==> src/rtl/step_cmd_if.sv <==
// Command-side handshake and step-enable bundle between a command source and
// the step command sequencer.
interface step_cmd_if #(parameter int WIDTH = 4);
  logic             clr;
  logic             cmd_valid;
  logic [1:0]       cmd_op;
  logic             cmd_ready;
  logic             en1;
  logic             en2;
  logic             en_d;
  logic [WIDTH-1:0] count;
  logic             busy;
  logic             err;

  modport master (output clr, cmd_valid, cmd_op,
                  input  cmd_ready, en1, en2, en_d, count, busy, err);
  modport slave  (input  clr, cmd_valid, cmd_op,
                  output cmd_ready, en1, en2, en_d, count, busy, err);
endinterface

==> src/rtl/step_cmd_sequencer.sv <==
// Buffers INC1/INC2/DEC1 commands in a small FIFO and issues them as one-hot
// step pulses with a hold-off gap, rejecting steps that would wrap the count.
module step_cmd_sequencer #(
  parameter int WIDTH = 4,
  parameter int DEPTH = 4,
  parameter int GAP   = 1
) (
  input  logic     clk,
  input  logic     rst,
  step_cmd_if.slave bus
);
  localparam int AW = (DEPTH > 1) ? $clog2(DEPTH) : 1;
  localparam logic [WIDTH-1:0] CMAX = '1;
  localparam logic [1:0] OP_INC1 = 2'b01;
  localparam logic [1:0] OP_INC2 = 2'b10;
  localparam logic [1:0] OP_DEC1 = 2'b11;

  typedef enum logic {IDLE, HOLD} state_t;

  state_t           state, state_n;
  logic [1:0]       fifo_mem [DEPTH];
  logic [AW-1:0]    wr_ptr, rd_ptr;
  logic [AW:0]      occ;
  logic [2:0]       gap_cnt, gap_n;
  logic [WIDTH-1:0] count, count_n;
  logic             err, err_n;
  logic [2:0]       en, en_n;   // {en_d, en2, en1}
  logic             full, empty, push, pop;
  logic [1:0]       head;

  assign full  = (occ == (AW+1)'(DEPTH));
  assign empty = (occ == '0);
  assign push  = bus.cmd_valid && !full;
  assign head  = fifo_mem[rd_ptr];

  always_comb begin
    state_n = state;
    gap_n   = gap_cnt;
    count_n = count;
    err_n   = err;
    en_n    = '0;
    pop     = 1'b0;
    case (state)
      IDLE: begin
        if (!empty) begin
          pop = 1'b1;
          // Range check against the shadow count; rejected steps only flag err.
          case (head)
            OP_INC1: if (count != CMAX) begin
                       en_n = 3'b001; count_n = count + 1'b1;
                     end else err_n = 1'b1;
            OP_INC2: if (count <= CMAX - WIDTH'(2)) begin
                       en_n = 3'b010; count_n = count + WIDTH'(2);
                     end else err_n = 1'b1;
            OP_DEC1: if (count != '0) begin
                       en_n = 3'b100; count_n = count - 1'b1;
                     end else err_n = 1'b1;
            default: ;
          endcase
          if (en_n != '0 && GAP > 0) begin
            state_n = HOLD;
            gap_n   = 3'(GAP);
          end
        end
      end
      HOLD: begin
        gap_n = gap_cnt - 3'd1;
        if (gap_cnt <= 3'd1) state_n = IDLE;
      end
      default: state_n = IDLE;
    endcase
  end

  always_ff @(posedge clk or posedge rst) begin
    if (rst) begin
      state <= IDLE; gap_cnt <= '0; count <= '0; err <= 1'b0; en <= '0;
      wr_ptr <= '0; rd_ptr <= '0; occ <= '0;
    end else if (bus.clr) begin
      state <= IDLE; gap_cnt <= '0; count <= '0; err <= 1'b0; en <= '0;
      wr_ptr <= '0; rd_ptr <= '0; occ <= '0;
    end else begin
      state   <= state_n;
      gap_cnt <= gap_n;
      count   <= count_n;
      err     <= err_n;
      en      <= en_n;
      if (push) wr_ptr <= wr_ptr + 1'b1;
      if (pop)  rd_ptr <= rd_ptr + 1'b1;
      occ <= occ + (AW+1)'(push) - (AW+1)'(pop);
    end
  end

  always_ff @(posedge clk) begin
    if (push && !bus.clr && !rst) fifo_mem[wr_ptr] <= bus.cmd_op;
  end

  assign bus.cmd_ready = !full;
  assign bus.en1       = en[0];
  assign bus.en2       = en[1];
  assign bus.en_d      = en[2];
  assign bus.count     = count;
  assign bus.err       = err;
  assign bus.busy      = !empty || (state == HOLD) || (en != '0);
endmodule

==> src/flat_wrapper.sv <==
// flat-port wrapper written by rule: the top's interface ports become plain ports
module step_cmd_sequencer_flat 
#(
  parameter int WIDTH = 4,
  parameter int DEPTH = 4,
  parameter int GAP   = 1
)
  (clk, rst, bus_clr, bus_cmd_valid, bus_cmd_op, bus_cmd_ready, bus_en1, bus_en2, bus_en_d, bus_count, bus_busy, bus_err);
  step_cmd_if #(.WIDTH(WIDTH)) bus_i ();
  input  logic clk;
  input  logic rst;
  input wire logic [$bits(bus_i.clr)-1:0] bus_clr;
  input wire logic [$bits(bus_i.cmd_valid)-1:0] bus_cmd_valid;
  input wire logic [$bits(bus_i.cmd_op)-1:0] bus_cmd_op;
  output wire logic [$bits(bus_i.cmd_ready)-1:0] bus_cmd_ready;
  output wire logic [$bits(bus_i.en1)-1:0] bus_en1;
  output wire logic [$bits(bus_i.en2)-1:0] bus_en2;
  output wire logic [$bits(bus_i.en_d)-1:0] bus_en_d;
  output wire logic [$bits(bus_i.count)-1:0] bus_count;
  output wire logic [$bits(bus_i.busy)-1:0] bus_busy;
  output wire logic [$bits(bus_i.err)-1:0] bus_err;
  assign bus_i.clr = bus_clr;
  assign bus_i.cmd_valid = bus_cmd_valid;
  assign bus_i.cmd_op = bus_cmd_op;
  assign bus_cmd_ready = bus_i.cmd_ready;
  assign bus_en1 = bus_i.en1;
  assign bus_en2 = bus_i.en2;
  assign bus_en_d = bus_i.en_d;
  assign bus_count = bus_i.count;
  assign bus_busy = bus_i.busy;
  assign bus_err = bus_i.err;
  step_cmd_sequencer #(.WIDTH(WIDTH), .DEPTH(DEPTH), .GAP(GAP)) u_core (.clk(clk), .rst(rst), .bus(bus_i));
endmodule
==> config.mk <==
export PLATFORM = sky130hd
export DESIGN_NAME = step_cmd_sequencer_flat
export DESIGN_NICKNAME = d
export VERILOG_FILES = /design/src/rtl/step_cmd_if.sv /design/src/rtl/step_cmd_sequencer.sv /design/src/flat_wrapper.sv
export SDC_FILE = /design/constraint.sdc
export NUM_CORES = 1
export LEC_CHECK = 0
export CAP_MARGIN = 30
export CORE_UTILIZATION = 52
export CTS_BUF_LIST = sky130_fd_sc_hd__clkbuf_2 sky130_fd_sc_hd__clkbuf_4 sky130_fd_sc_hd__clkbuf_8
export DETAILED_ROUTE_END_ITERATION = 10
export PLACE_DENSITY = 0.73
export SLEW_MARGIN = 25
export SYNTH_ARGS = -nofsm -noshare
export SYNTH_HDL_FRONTEND = slang
export SYNTH_SLANG_ARGS = --single-unit
==> constraint.sdc <==
create_clock -name clk -period 2.4 [get_ports clk]
set_input_delay 0.24 -clock clk [delete_from_list [all_inputs] [get_ports clk]]
set_output_delay 0.24 -clock clk [all_outputs]
set_load 0.05 [all_outputs]
* Yosys cells after proc, flatten, opt, wreduce, memory -nomap -nowiden
Memory sizes are Yosys's and may differ from the RTL's.
Cells that the tools add are included.
** Storage, ports and cells
- Bits of input ports :: 6
- Word-level logic and storage cells :: 95
- Memories :: 1
- Register bits after elaboration :: 19
- Memory bits (writable) :: 8
** Operators by class
- Equality and inequality tests :: 15
- Reductions and logical operators :: 19
- Add/sub/neg operators :: 8
- Muxes and demuxes :: 41
- Bitwise gates (word level) :: 1
- $lt $le $gt $ge :: 2
** Memories
- u_core.fifo_mem :: depth 4, width 2, read ports 1, clocked after Yosys merged registers in 0, wr ports 1, line step_cmd_sequencer.sv:21 : logic [1:0] fifo_mem [DEPTH];
** Operator list (number)
- 2-to-1 mux 3 bit :: 10
- 2-to-1 mux 4 bit :: 6
- 2-to-1 mux 1 bit :: 15
- != test 3 x 2 -> 1 bit, second input constant :: 4
- != test 3 bit, second input constant :: 4
- one-hot mux 4 bit (3 select lines) :: 1
- AND reduction 6 bit :: 2
- 2-to-1 mux 2 bit :: 5
- one-hot mux 3 bit (3 select lines) :: 1
- nonzero test 4 bit :: 2
- one-hot mux 3 bit (2 select lines) :: 1
- nonzero test 3 bit :: 2
- adder 2 x 1 -> 2 bit, second input constant :: 2
- adder 4 x 1 -> 4 bit, second input constant :: 1
- adder 4 x 2 -> 4 bit, second input constant :: 1
- equality test 2 bit, second input constant :: 2
- less-or-equal comparator 4 bit, second input constant :: 1
- zero test 1 bit :: 4
- != test 2 bit, second input constant :: 2
- != test 4 bit, second input constant :: 1
- nonzero test 2 bit :: 2
- subtractor 4 x 1 -> 4 bit, second input constant :: 1
- adder 3 x 1 -> 3 bit :: 1
- equality test 3 bit, second input constant :: 1
- 11 further kinds :: 14

* Depth between registers and ports, before layout
Gate-level depths: netlist of run 1.
- Depth in word-level cells :: 10
- Depth in mapped cells :: 11
- Mapped depth without buffers :: 11

* Least setup slack after synthesis of run 1
No wires, ideal clock.
- Path type :: flip-flop to flip-flop
- From :: reg u_core.rd_ptr[0]
- To :: reg u_core.count[3], in the netlist u_core.bus.count[3]
- Period minus slack after synthesis :: 2.409 ns
- Arrival :: 2.273 ns
- Data required time :: 2.264 ns
- Slack :: -0.009 ns
- Path buffers :: 0
- Stages on the path, launching flop included :: 9
- Path through :: dfrtp_1 > mux4_2 > and2_2 > ha_1 > a21o_1 > a21oi_1 > a21oi_1 > o311ai_1 > o41ai_1
** Between the ends
- Word-level cells in the longest chain between the ends :: 6
- Elaborated cells between the ends (all ways) :: 13
** Ends and longest elaborated chain
- from (decl) :: line step_cmd_sequencer.sv:22 : logic [AW-1:0] wr_ptr, rd_ptr;
- from (signal assigned) :: line step_cmd_sequencer.sv:88 : if (pop) rd_ptr <= rd_ptr + 1'b1;
- memory read (4 x 2 bit) (*)
- equality test 2 bit / equality test 2 x 1 -> 1 bit (equally long branches) :: line step_cmd_sequencer.sv:48 : case (head)
- one-hot mux 4 bit (3 select lines) :: line step_cmd_sequencer.sv:48
- 2-to-1 mux 4 bit :: line step_cmd_sequencer.sv:45 : if (!empty) begin
- 2-to-1 mux 4 bit :: line step_cmd_sequencer.sv:43 : case (state)
- 2-to-1 mux 4 bit :: line step_cmd_sequencer.sv:78 : end else if (bus.clr) begin
- to (signal assigned) :: line step_cmd_sequencer.sv:84 : count <= count_n;
- to (decl) :: line step_cmd_sequencer.sv:25 : logic [WIDTH-1:0] count, count_n;
Mark *: on every way between the ends. The rest lies on a longest branch, timed or not. The select of a mux whose other input is x is not followed.
A chain may end at the register's enable or synchronous reset.

* Worst setup path after layout of run 1
Same ends and word-level chain as after synthesis.

==> results.ini, run 1 <==
[outcome]
outcome = complete, no violations

[pwr]
combPwrFrac = 0.604
swShare = 0.4351
power_leakage_nw = 0.8232
vdd_drop_max_uv = 1045
p_per_area_mw_per_mm2 = 1198
pwr-share-seq = 0.304
intPower_mw = 1.272
p_total_mw = 2.251
clkPwrFrac = 0.092
netSwitchingPower_mw = 0.9795

[clocking]
hold_buffers = 0
clk_pin_slew_ns = 0.15
numCtsBuffers = 3
cts_tree = built
clock-root-buffer = clkbuf_4
clkLatencyLatePin_ns = 0.33
clockBufferDepth = 2
cts.sinks = 27
h-tree-depth = 1

[run]
drv_cap = 0

[drt]
initialDrtViolationCount = 32
vias = 1153
post_drt_wl_per_cell_um = 15.07
drc = 0
ant_nets = 0
firstDrtPassIters = 4
vias_per_cell = 5.794
wirelength_um = 2998

[worst_setup_path]
critPathMaxFanout = 6
r2r-start = u_core.rd_ptr[0]
reg2reg_depth = 8
cp-start-kind = register
crit_arrival_ns = 2.58
r2r_slack_ns = 0.04
timing.rr.end = u_core.bus.count[3]
worstPathRequired_ns = 2.62
path_class = register to register
worst_setup_path_end_kind = register

[sta]
max_freq_mhz = 424.3
finalCritPeriodShare = 0.9820
finalSetupViolCount = 0
final-hold-violation-count = 0
fin_worst_skew_ns = 0.01276
slew_violations = 0
whs_ns = 0.3431
worstMarginPinSlew_ns = 0.7216
slew_headroom = 0.5184
period_minus_slack_ns = 2.357
finalWorstSetupSlack_ns = 0.04326

[layout]
antenna_cells = 0
nets = 188
ff_latch_area_um2 = 715.7
fillerInstances = 219
multi_input_area_um2 = 787.0
syn_to_final_growth_pct = 26.01
drive_above_1_share = 0.2202

[die]
initial_core_util = 0.5455
design.die.area_mm2 = 0.003086
die_w_um = 55.56
core_mm2 = 0.002734
rows = 19
die_y_um = 55.56
ios = 16

[place]
dp_slack_ns = -0.02794
io_buffers = 15
finalWeightedCongestion = 0.8622
hpwl_um = 2154

[yosys]
netlist_instances = 136
synth_adder_area_share = 0.1191
synth.distinct_cells = 43
synthSimpleGateAreaFrac = 0.1846
synthMuxAreaShare = 0.04446
yosysWarnings = 0
synth_fp_nets = 155
synth_top_family_by_area = simple AND/OR/NAND/NOR gates
syn-mean-instance-area_um2 = 10.97
ys_seq_area_frac = 0.4799
synth_area_mm2 = 0.001491
synth_compound_area_frac = 0.08977
synth_xor_area_frac = 0.04698
ys_seq_elements = 27

[global_route]
track_usage = 0.2008
grt_pass1_vias = 1136
antenna_found_initial = 0
grt_pass1_wl_um = 4871
overflow = 0
grt_max_degree = 20

[hold_path]
worstHoldPathType = primary input to asynchronous set/reset pin

-- synthesized netlist by cell type --
master,count,area share
a31o_1,1,0.0059
clkbuf_1,1,0.0025
nand2b_1,1,0.0042
dfrtp_1,19,0.32
ha_1,11,0.092
and3_1,1,0.0042
or2_2,2,0.0084
nor3b_1,1,0.0050
o21ai_0,2,0.0067
and3b_2,1,0.0067
fa_1,2,0.027
nor4_1,3,0.013
and2_1,4,0.017
mux4_2,2,0.030
o311ai_1,1,0.0059
nor2b_1,1,0.0042
a2111oi_2,1,0.010
nor3_1,4,0.013
inv_1,11,0.028
o41ai_1,1,0.0059
nand3_1,2,0.0067
mux2i_1,1,0.0067
xnor2_1,5,0.029
nand4_1,1,0.0042
clkinv_1,1,0.0025
a21boi_0,1,0.0050
or4_4,1,0.0075
buf_1,1,0.0025
nor4b_1,2,0.012
o211ai_1,1,0.0050
a21o_1,1,0.0050
a21oi_1,6,0.020
and3_4,1,0.0075
a311oi_1,1,0.0059
edfxtp_1,8,0.16
o22ai_1,2,0.0084
nand2_1,11,0.028
and2_2,1,0.0050
mux2_2,1,0.0075
nor2_1,13,0.033
and2b_2,1,0.0059
a21o_2,1,0.0059
xor2_1,3,0.018
-- cells by family after synthesis --
kind of cell | count (synthesis)
mux | 4
fa+ha+maj | 13
buf+inv | 14
compound gates | 19
flops | 27
xor+xnor | 8
simple gates | 51
-- per-layer routing --
| metal | up-vias | GRT usage | wire length [um] |
|---|---|---|---|
| met3 | 8 | 0.01405 | 86 |
| met2 | 32 | 0.3477 | 1554 |
| li1 | 544 | - | - |
| met4 | 0 | 0.08214 | 67 |
| met5 | - | 0 | 0 |
| met1 | 569 | 0.2613 | 1290 |
-- power by group through the flow --
stage | Clock, mW | Sequential [mW] | Combinational (mW)
2_1_floorplan | 0 | 0.784 | 0.737
3_3_place_gp | 0 | 0.677 | 1.17
3_5_place_dp | 0 | 0.687 | 1.21
4_1_cts | 0.213 | 0.677 | 1.25
5_1_grt | 0.230 | 0.696 | 1.48
6_report | 0.208 | 0.684 | 1.36
-- flip-flops by register name, indices dropped and copies added, names as in the netlist --
| register | cells |
|---|---|
| u_core.rd_ptr | 2 |
| u_core.bus.err | 1 |
| u_core.occ | 3 |
| u_core.state | 1 |
| u_core.bus.count | 4 |
| u_core.fifo_mem | 8 |
| u_core.en | 3 |
| u_core.wr_ptr | 2 |
| u_core.gap_cnt | 3 |
-- placed cells by master (no fill, tap or decap), types with 3 or more instances in the layout --
master	count
dfrtp_1	19
clkdlybuf4s50_1	15
buf_4	15
nor2_1	13
inv_1	11
nand2_1	11
ha_1	10
edfxtp_1	8
xnor2_1	5
a21oi_1	4
and2_1	4
clkbuf_4	4
nor4_1	3
nor3_1	3
xor2_1	3
-- cell type report --
class	instances	area share
flip-flops and latches	27	0.3808
repair buffers	30	0.1398
multi-input cells	95	0.4188
well taps	31	0.02064
inverters	12	0.02397
clock buffers	4	0.01598
-- repair_timing --
action / CTS / global route
pin swaps: 1 / 8
gates resized for setup: 1 / 7
buffers inserted: 2 / 4
setup endpoints to repair: 1 / 3
-- how the worst max path moves through the flow --
stage	start	endpoint	slack (ns)	cells past startpoint
final	u_core.rd_ptr[0]	u_core.bus.count[3]	0.04	8
after global routing	u_core.rd_ptr[0]	u_core.bus.count[3]	-0.01	8
after CTS	u_core.rd_ptr[0]	u_core.bus.count[3]	0.009	6
after detailed placement	u_core.rd_ptr[0]	u_core.bus.count[3]	-0.03	8
after global placement	u_core.rd_ptr[0]	u_core.bus.count[3]	0.07	8
after floorplan	u_core.rd_ptr[0]	u_core.bus.count[3]	0.04	8
-- through the flow --
stage | util | TNS [ns] | instances | cell area (um^2)
after floorplan | - | 0 | 136 | 1493
after global placement | 0.6371 | 0 | 189 | 1742
after detailed placement | 0.6371 | -0.02794 | 189 | 1742
after CTS | 0.6563 | 0 | 195 | 1794
after global routing | 0.6874 | -0.01101 | 199 | 1879
final | 0.6874 | 0 | 199 | 1879
-- worst max-delay path, stage by stage (launching register included) --
cell and delay [ns]:
dfrtp_1 0.44, mux4_2 0.36, buf_4 0.12, buf_4 0.10, buf_4 0.13, a21oi_1 0.06
or4_4 0.59, o311ai_4 0.33, o41ai_2 0.12
(Power assumes the default switching activity.)
==> run 2, diff against run 1 <==
--- a/config.mk
+++ b/config.mk
@@ -6,6 +6,7 @@
 export NUM_CORES = 1
 export LEC_CHECK = 0
 export CAP_MARGIN = 30
+export CORE_MARGIN = 4
 export CORE_UTILIZATION = 52
 export CTS_BUF_LIST = sky130_fd_sc_hd__clkbuf_2 sky130_fd_sc_hd__clkbuf_4 sky130_fd_sc_hd__clkbuf_8
 export DETAILED_ROUTE_END_ITERATION = 10
==> results.ini, run 2 (synthesis results as in run 1) <==
[outcome]
outcome = complete, no violations

[sta]
slew_violations = 0  ; unchanged
finalSetupViolCount = 0  ; unchanged
finalCritPeriodShare = 0.9976  ; +0.01567
slew_headroom = 0.5051  ; -0.01331
final-hold-violation-count = 0  ; unchanged
fin_worst_skew_ns = 0.01255  ; -0.0002056 ns
rsz0062_at_grt = true
max_freq_mhz = 417.6  ; -1.6%
worstMarginPinSlew_ns = 0.7415  ; +0.01994 ns
finalSetupTns_ns = 0  ; unchanged
period_minus_slack_ns = 2.394  ; +0.03761 ns

[global_route]
antenna_found_initial = 0  ; unchanged
grt_pass1_wl_um = 5333  ; +9.5%
grt_max_degree = 20  ; unchanged
grt_pass1_vias = 1274  ; +12%
track_usage = 0.1949  ; -0.005864
overflow = 0  ; unchanged

[pwr]
p_per_area_mw_per_mm2 = 1207  ; +0.73%
vdd_drop_max_uv = 948.0  ; -9.3%
p_total_mw = 2.236  ; -0.67%
power_leakage_nw = 0.8111  ; -1.5%

[worst_setup_path]
reg2reg_depth = 8  ; unchanged
path_class = register to register
worst_setup_path_end_kind = register
r2r_slack_ns = 0.006  ; -0.04 ns
r2r-start = u_core.rd_ptr[0]
critPathMaxFanout = 4  ; -2
timing.rr.end = u_core.bus.count[3]
crit_arrival_ns = 2.62  ; +0.04 ns
worstPathRequired_ns = 2.63  ; about the same
cp-start-kind = register

[die]
design.die.area_mm2 = 0.003789  ; +23%
ios = 16  ; unchanged
initial_core_util = 0.5408  ; -0.004703
core_mm2 = 0.002758  ; +0.87%
rows = 19  ; unchanged
die_w_um = 61.56  ; +11%
die_y_um = 61.56  ; +11%

[layout]
ff_latch_area_um2 = 716.9  ; +0.17%
multi_input_area_um2 = 774.5  ; -1.6%
nets = 186  ; -1.1%
max_flop_register = u_core.fifo_mem
reg.largest.list = u_core.fifo_mem (8), u_core.bus.count (4)
fin_area_mm2 = 0.001853  ; -1.4%
antenna_cells = 0  ; unchanged
fin_util = 0.6720  ; -0.01545
layout_common_cells = dfrtp_1, clkdlybuf4s50_1, nor2_1, buf_4
syn_to_final_growth_pct = 24.25
mostFrequentLayoutCell = dfrtp_1
largest_register_ffs = 8  ; unchanged
drive_above_1_share = 0.2169  ; -0.003371
fillerInstances = 228  ; +4.1%

[clocking]
h-tree-depth = 1  ; unchanged
clkLatencyLatePin_ns = 0.33  ; about the same
cts_tree = built
cts.sinks = 27  ; unchanged
clockBufferDepth = 2  ; unchanged
numCtsBuffers = 3  ; unchanged
hold_buffers = 0  ; unchanged
clock-root-buffer = clkbuf_4
clk_pin_slew_ns = 0.15  ; about the same

[drt]
ant_nets = 0  ; unchanged
vias = 1144  ; -0.78%
drc = 0  ; unchanged
firstDrtPassIters = 4  ; unchanged
post_drt_wl_per_cell_um = 16.64  ; +10%
initialDrtViolationCount = 61  ; +91%
vias_per_cell = 5.807  ; +0.23%
wirelength_um = 3279  ; +9.4%

[place]
hpwl_um = 2394  ; +11%
finalWeightedCongestion = 0.8471  ; -1.8%
io_buffers = 15  ; unchanged
placed_cell_area_mm2 = 0.001734  ; -0.43%

[hold_path]
worstHoldPathType = primary input to asynchronous set/reset pin

[run]
drv_cap = 0  ; unchanged

## run 2: cell count changes in the layout (fill, tap and decap cells not counted), sizes merged
| cell | change |
|---|---|
| buf | -2 |
## run 2: through the flow
step | hold WS, ns | instances | worst slack [ns]
detailed placement | 0.5068 | 188 | -0.01775
floorplan | 0.1911 | 136 | 0.04047
global placement | 0.5015 | 188 | 0.08440
global route | 0.4053 | 197 | -0.03683
CTS | 0.3611 | 194 | 0.01146
finish | 0.3446 | 197 | 0.005647
## run 2: what timing repair did
| item | 4_1_cts | 5_1_grt |
|---|---|---|
| pin swaps | 0 | 8 |
| gates resized for setup | 2 | 6 |
| buffers inserted | 2 | 3 |
| setup endpoints to repair | 1 | 3 |
## run 2: power breakdown
part | internal [mW] | switching [mW]
logic | 0.603 | 0.725
registers | 0.577 | 0.121
clock network | 0.0765 | 0.133
## run 2: how the worst max path moves through the flow
stage                     startpoint             endpoint  slack [ns]  depth (start not counted)
global route        u_core.rd_ptr[0]  u_core.bus.count[3]       -0.04                          8
floorplan           u_core.rd_ptr[0]  u_core.bus.count[3]        0.04                          8
global placement    u_core.rd_ptr[0]  u_core.bus.count[3]        0.08                          8
finish              u_core.rd_ptr[0]  u_core.bus.count[3]       0.006                          8
detailed placement  u_core.rd_ptr[0]  u_core.bus.count[3]       -0.02                          8
CTS                 u_core.rd_ptr[0]  u_core.bus.count[3]        0.01                          6
## run 2: routing by layer
layer | global-route usage | vias to the layer above | routed length (um)
li1 | - | 535 | -
met1 | 0.2249 | 573 | 1319
met2 | 0.3318 | 27 | 1778
met3 | 0.03774 | 9 | 117
met4 | 0.1182 | 0 | 65
met5 | 0 | - | 0
## run 2: final cells by class
class | count | area share
Inverter | 12 | 0.02431
Multi-Input combinational cell | 95 | 0.4180
Clock buffer | 4 | 0.01621
Timing Repair Buffer | 28 | 0.1337
Tap cell | 31 | 0.02093
Sequential cell | 27 | 0.3869
## run 2: critical path: stages (launching register included)
cell and delay [ns]:
dfrtp_1 0.45, mux4_2 0.56, and2_4 0.20, ha_4 0.26
a21o_1 0.12, a21oi_2 0.07, and2b_2 0.23, o311ai_4 0.28
o41ai_2 0.11
==> run 3, diff against run 2 <==
--- a/config.mk
+++ b/config.mk
@@ -7,10 +7,9 @@
 export LEC_CHECK = 0
 export CAP_MARGIN = 30
 export CORE_MARGIN = 4
-export CORE_UTILIZATION = 52
-export CTS_BUF_LIST = sky130_fd_sc_hd__clkbuf_2 sky130_fd_sc_hd__clkbuf_4 sky130_fd_sc_hd__clkbuf_8
+export CORE_UTILIZATION = 50
 export DETAILED_ROUTE_END_ITERATION = 10
-export PLACE_DENSITY = 0.73
+export PLACE_DENSITY = 0.71
 export SLEW_MARGIN = 25
 export SYNTH_ARGS = -nofsm -noshare
 export SYNTH_HDL_FRONTEND = slang
==> results.ini, run 3 (synthesis results as in run 1) <==
[pwr]
power_leakage_nw = 0.8008  ; -1.3%
intPower_mw = 1.220  ; -2.9%
vdd_drop_max_uv = 685.6  ; -28%
pwr-share-seq = 0.317  ; +0.005
p_total_mw = 2.168  ; -3.1%
combPwrFrac = 0.593  ; about the same
p_per_area_mw_per_mm2 = 1189  ; -1.5%
clkPwrFrac = 0.090  ; -0.004
swShare = 0.4372  ; -0.0009726
netSwitchingPower_mw = 0.9478  ; -3.3%

[layout]
max_flop_register = u_core.fifo_mem
layout_common_cells = dfrtp_1, clkdlybuf4s50_1, nor2_1
antenna_cells = 0  ; unchanged
nets = 184  ; -1.1%
fin_cells = 195  ; -1.0%
reg.largest.list = u_core.fifo_mem (8), u_core.bus.count (4)
largest_register_ffs = 8  ; unchanged
syn_to_final_growth_pct = 22.23
drive_above_1_share = 0.1890  ; -0.02784
mostFrequentLayoutCell = dfrtp_1

[worst_setup_path]
crit_start = u_core.rd_ptr[0]
max_stage_delay_ns = 0.54  ; -0.02 ns
crit_arrival_ns = 2.64  ; +0.02 ns
path_class = register to register
critPathMaxFanout = 4  ; unchanged
crit_family = compound AO/OA/AOI/OAI gates
worst_setup_path_end_kind = register
r2r-start = u_core.rd_ptr[0]
cp-start-kind = register
cp_cell_sequence = mux4_2, and2_4, ha_1, a21o_1, a21oi_2, a21oi_2, o311ai_2, o41ai_2
worstPathRequired_ns = 2.61  ; -0.02 ns
cp_common_cell = a21oi_2
critPathSlowestCell = mux4_2
crit_buf_inv = 0  ; unchanged

[place]
dp_cells = 188  ; unchanged
io_buffers = 15  ; unchanged
hpwl_um = 2212  ; -7.6%
finalWeightedCongestion = 0.8232  ; -2.8%
dp_slack_ns = -0.006782  ; +0.01097 ns

[sta]
final-hold-violation-count = 0  ; unchanged
finalCritPeriodShare = 1.012  ; +0.01467
slew_headroom = 0.4966  ; -0.008546
rsz0062_at_grt = true
slew_violations = 0  ; unchanged
period_minus_slack_ns = 2.430  ; +0.03521 ns
worstMarginPinSlew_ns = 0.7543  ; +0.01280 ns
finalSetupViolCount = 1  ; +1
fin_worst_skew_ns = 0.002971  ; -0.009580 ns
finalWorstSetupSlack_ns = -0.02957  ; -0.03521 ns
max_freq_mhz = 411.6  ; -1.4%

[drt]
drc = 0  ; unchanged
vias = 1108  ; -3.1%
vias_per_cell = 5.682  ; -2.2%
wirelength_um = 3014  ; -8.1%
post_drt_wl_per_cell_um = 15.46  ; -7.1%
initialDrtViolationCount = 43  ; -30%
firstDrtPassIters = 5  ; +1
ant_nets = 0  ; unchanged

[die]
die_y_um = 62.62  ; +1.7%
core_mm2 = 0.002805  ; +1.7%
initial_core_util = 0.5317  ; -0.009167
die_w_um = 62.62  ; +1.7%
rows = 19  ; unchanged
ios = 16  ; unchanged
design.die.area_mm2 = 0.003921  ; +3.5%

[clocking]
numCtsBuffers = 3  ; unchanged
clk_pin_slew_ns = 0.14  ; about the same
h-tree-depth = 1  ; unchanged
hold_buffers = 0  ; unchanged
clockBufferDepth = 2  ; unchanged
clkLatencyLatePin_ns = 0.32  ; about the same
clock-root-buffer = clkbuf_4
cts.sinks = 27  ; unchanged
cts_tree = built

[global_route]
antenna_found_initial = 0  ; unchanged
grt_pass1_wl_um = 5140  ; -3.6%
overflow = 0  ; unchanged
grt_pass1_vias = 1162  ; -8.8%
track_usage = 0.1621  ; -0.03282
grt_max_degree = 20  ; unchanged

[hold_path]
worstHoldPathType = primary input to asynchronous set/reset pin

[run]
drv_cap = 0  ; unchanged

[outcome]
outcome = finished, violations left
violations = negative setup slack

[run 3: final timing paths]
kind / to / slack [ns] / cells after the start
hold / removal: u_core.wr_ptr[1] / 0.36 / 2
hold reg to reg: u_core.gap_cnt[1] / 0.56 / 2
setup / recovery: u_core.bus.count[3] / -0.03 / 8
min in group clk: u_core.wr_ptr[1] / 0.53 / 3
setup reg to reg: u_core.bus.count[3] / -0.03 / 8
max in group asynchronous: u_core.bus.count[3] / 1.57 / 2
[run 3: layer usage]
layer | vias to the layer above | part of all wire | track usage | routed length [um]
met5 | - | 0 | 0 | 0
met4 | 0 | 0.015 | 0.05510 | 46
met2 | 19 | 0.53 | 0.2956 | 1603
met1 | 553 | 0.42 | 0.1951 | 1274
li1 | 530 | - | - | -
met3 | 6 | 0.030 | 0.02158 | 90
[run 3: cell type report]
type | instances | area, um^2
multi-input cells | 95 | 764.5
flip-flops and latches | 27 | 715.7
repair buffers | 26 | 232.7
well taps | 31 | 38.79
inverters | 12 | 45.04
fillers | 235 | 982.2
clock buffers | 4 | 26.28
[run 3: metrics by stage]
| step | area [um^2] | TNS [ns] | utilization | hold WS (ns) |
|---|---|---|---|---|
| 3_5_place_dp | 1734 | -0.006782 | 0.6182 | 0.5395 |
| 4_1_cts | 1783 | 0 | 0.6356 | 0.3678 |
| 5_1_grt | 1823 | -0.1174 | 0.6499 | 0.4156 |
| 2_1_floorplan | 1493 | 0 | - | 0.1911 |
| 6_report | 1823 | -0.02957 | 0.6499 | 0.3618 |
| 3_3_place_gp | 1734 | 0 | 0.6182 | 0.5134 |
[run 3: worst register-to-register path, delay by kind of cell (launching register included)]
kind                     cells  cell delay (ns)
AO/OA/AOI/OAI                5             0.87
adder cells (fa/ha/maj)      1             0.28
flip-flops                   1             0.44
multiplexers                 1             0.54
AND/OR/NAND/NOR              1             0.20
[run 3: power groups by stage]
stage          Sequential [mW]  Combinational, mW  Clock, mW
2_1_floorplan            0.784              0.737          0
3_3_place_gp             0.685               1.16          0
3_5_place_dp             0.695               1.19          0
4_1_cts                  0.683               1.23      0.201
5_1_grt                  0.708               1.40      0.223
6_report                 0.688               1.29      0.195
[run 3: timing repair]
| action | 4_1_cts | 5_1_grt |
|---|---|---|
| endpoints found under the setup margin | 1 | 3 |
| setup buffers | 3 | 0 |
| pin swaps | 1 | 3 |
| gates resized for setup | 0 | 6 |
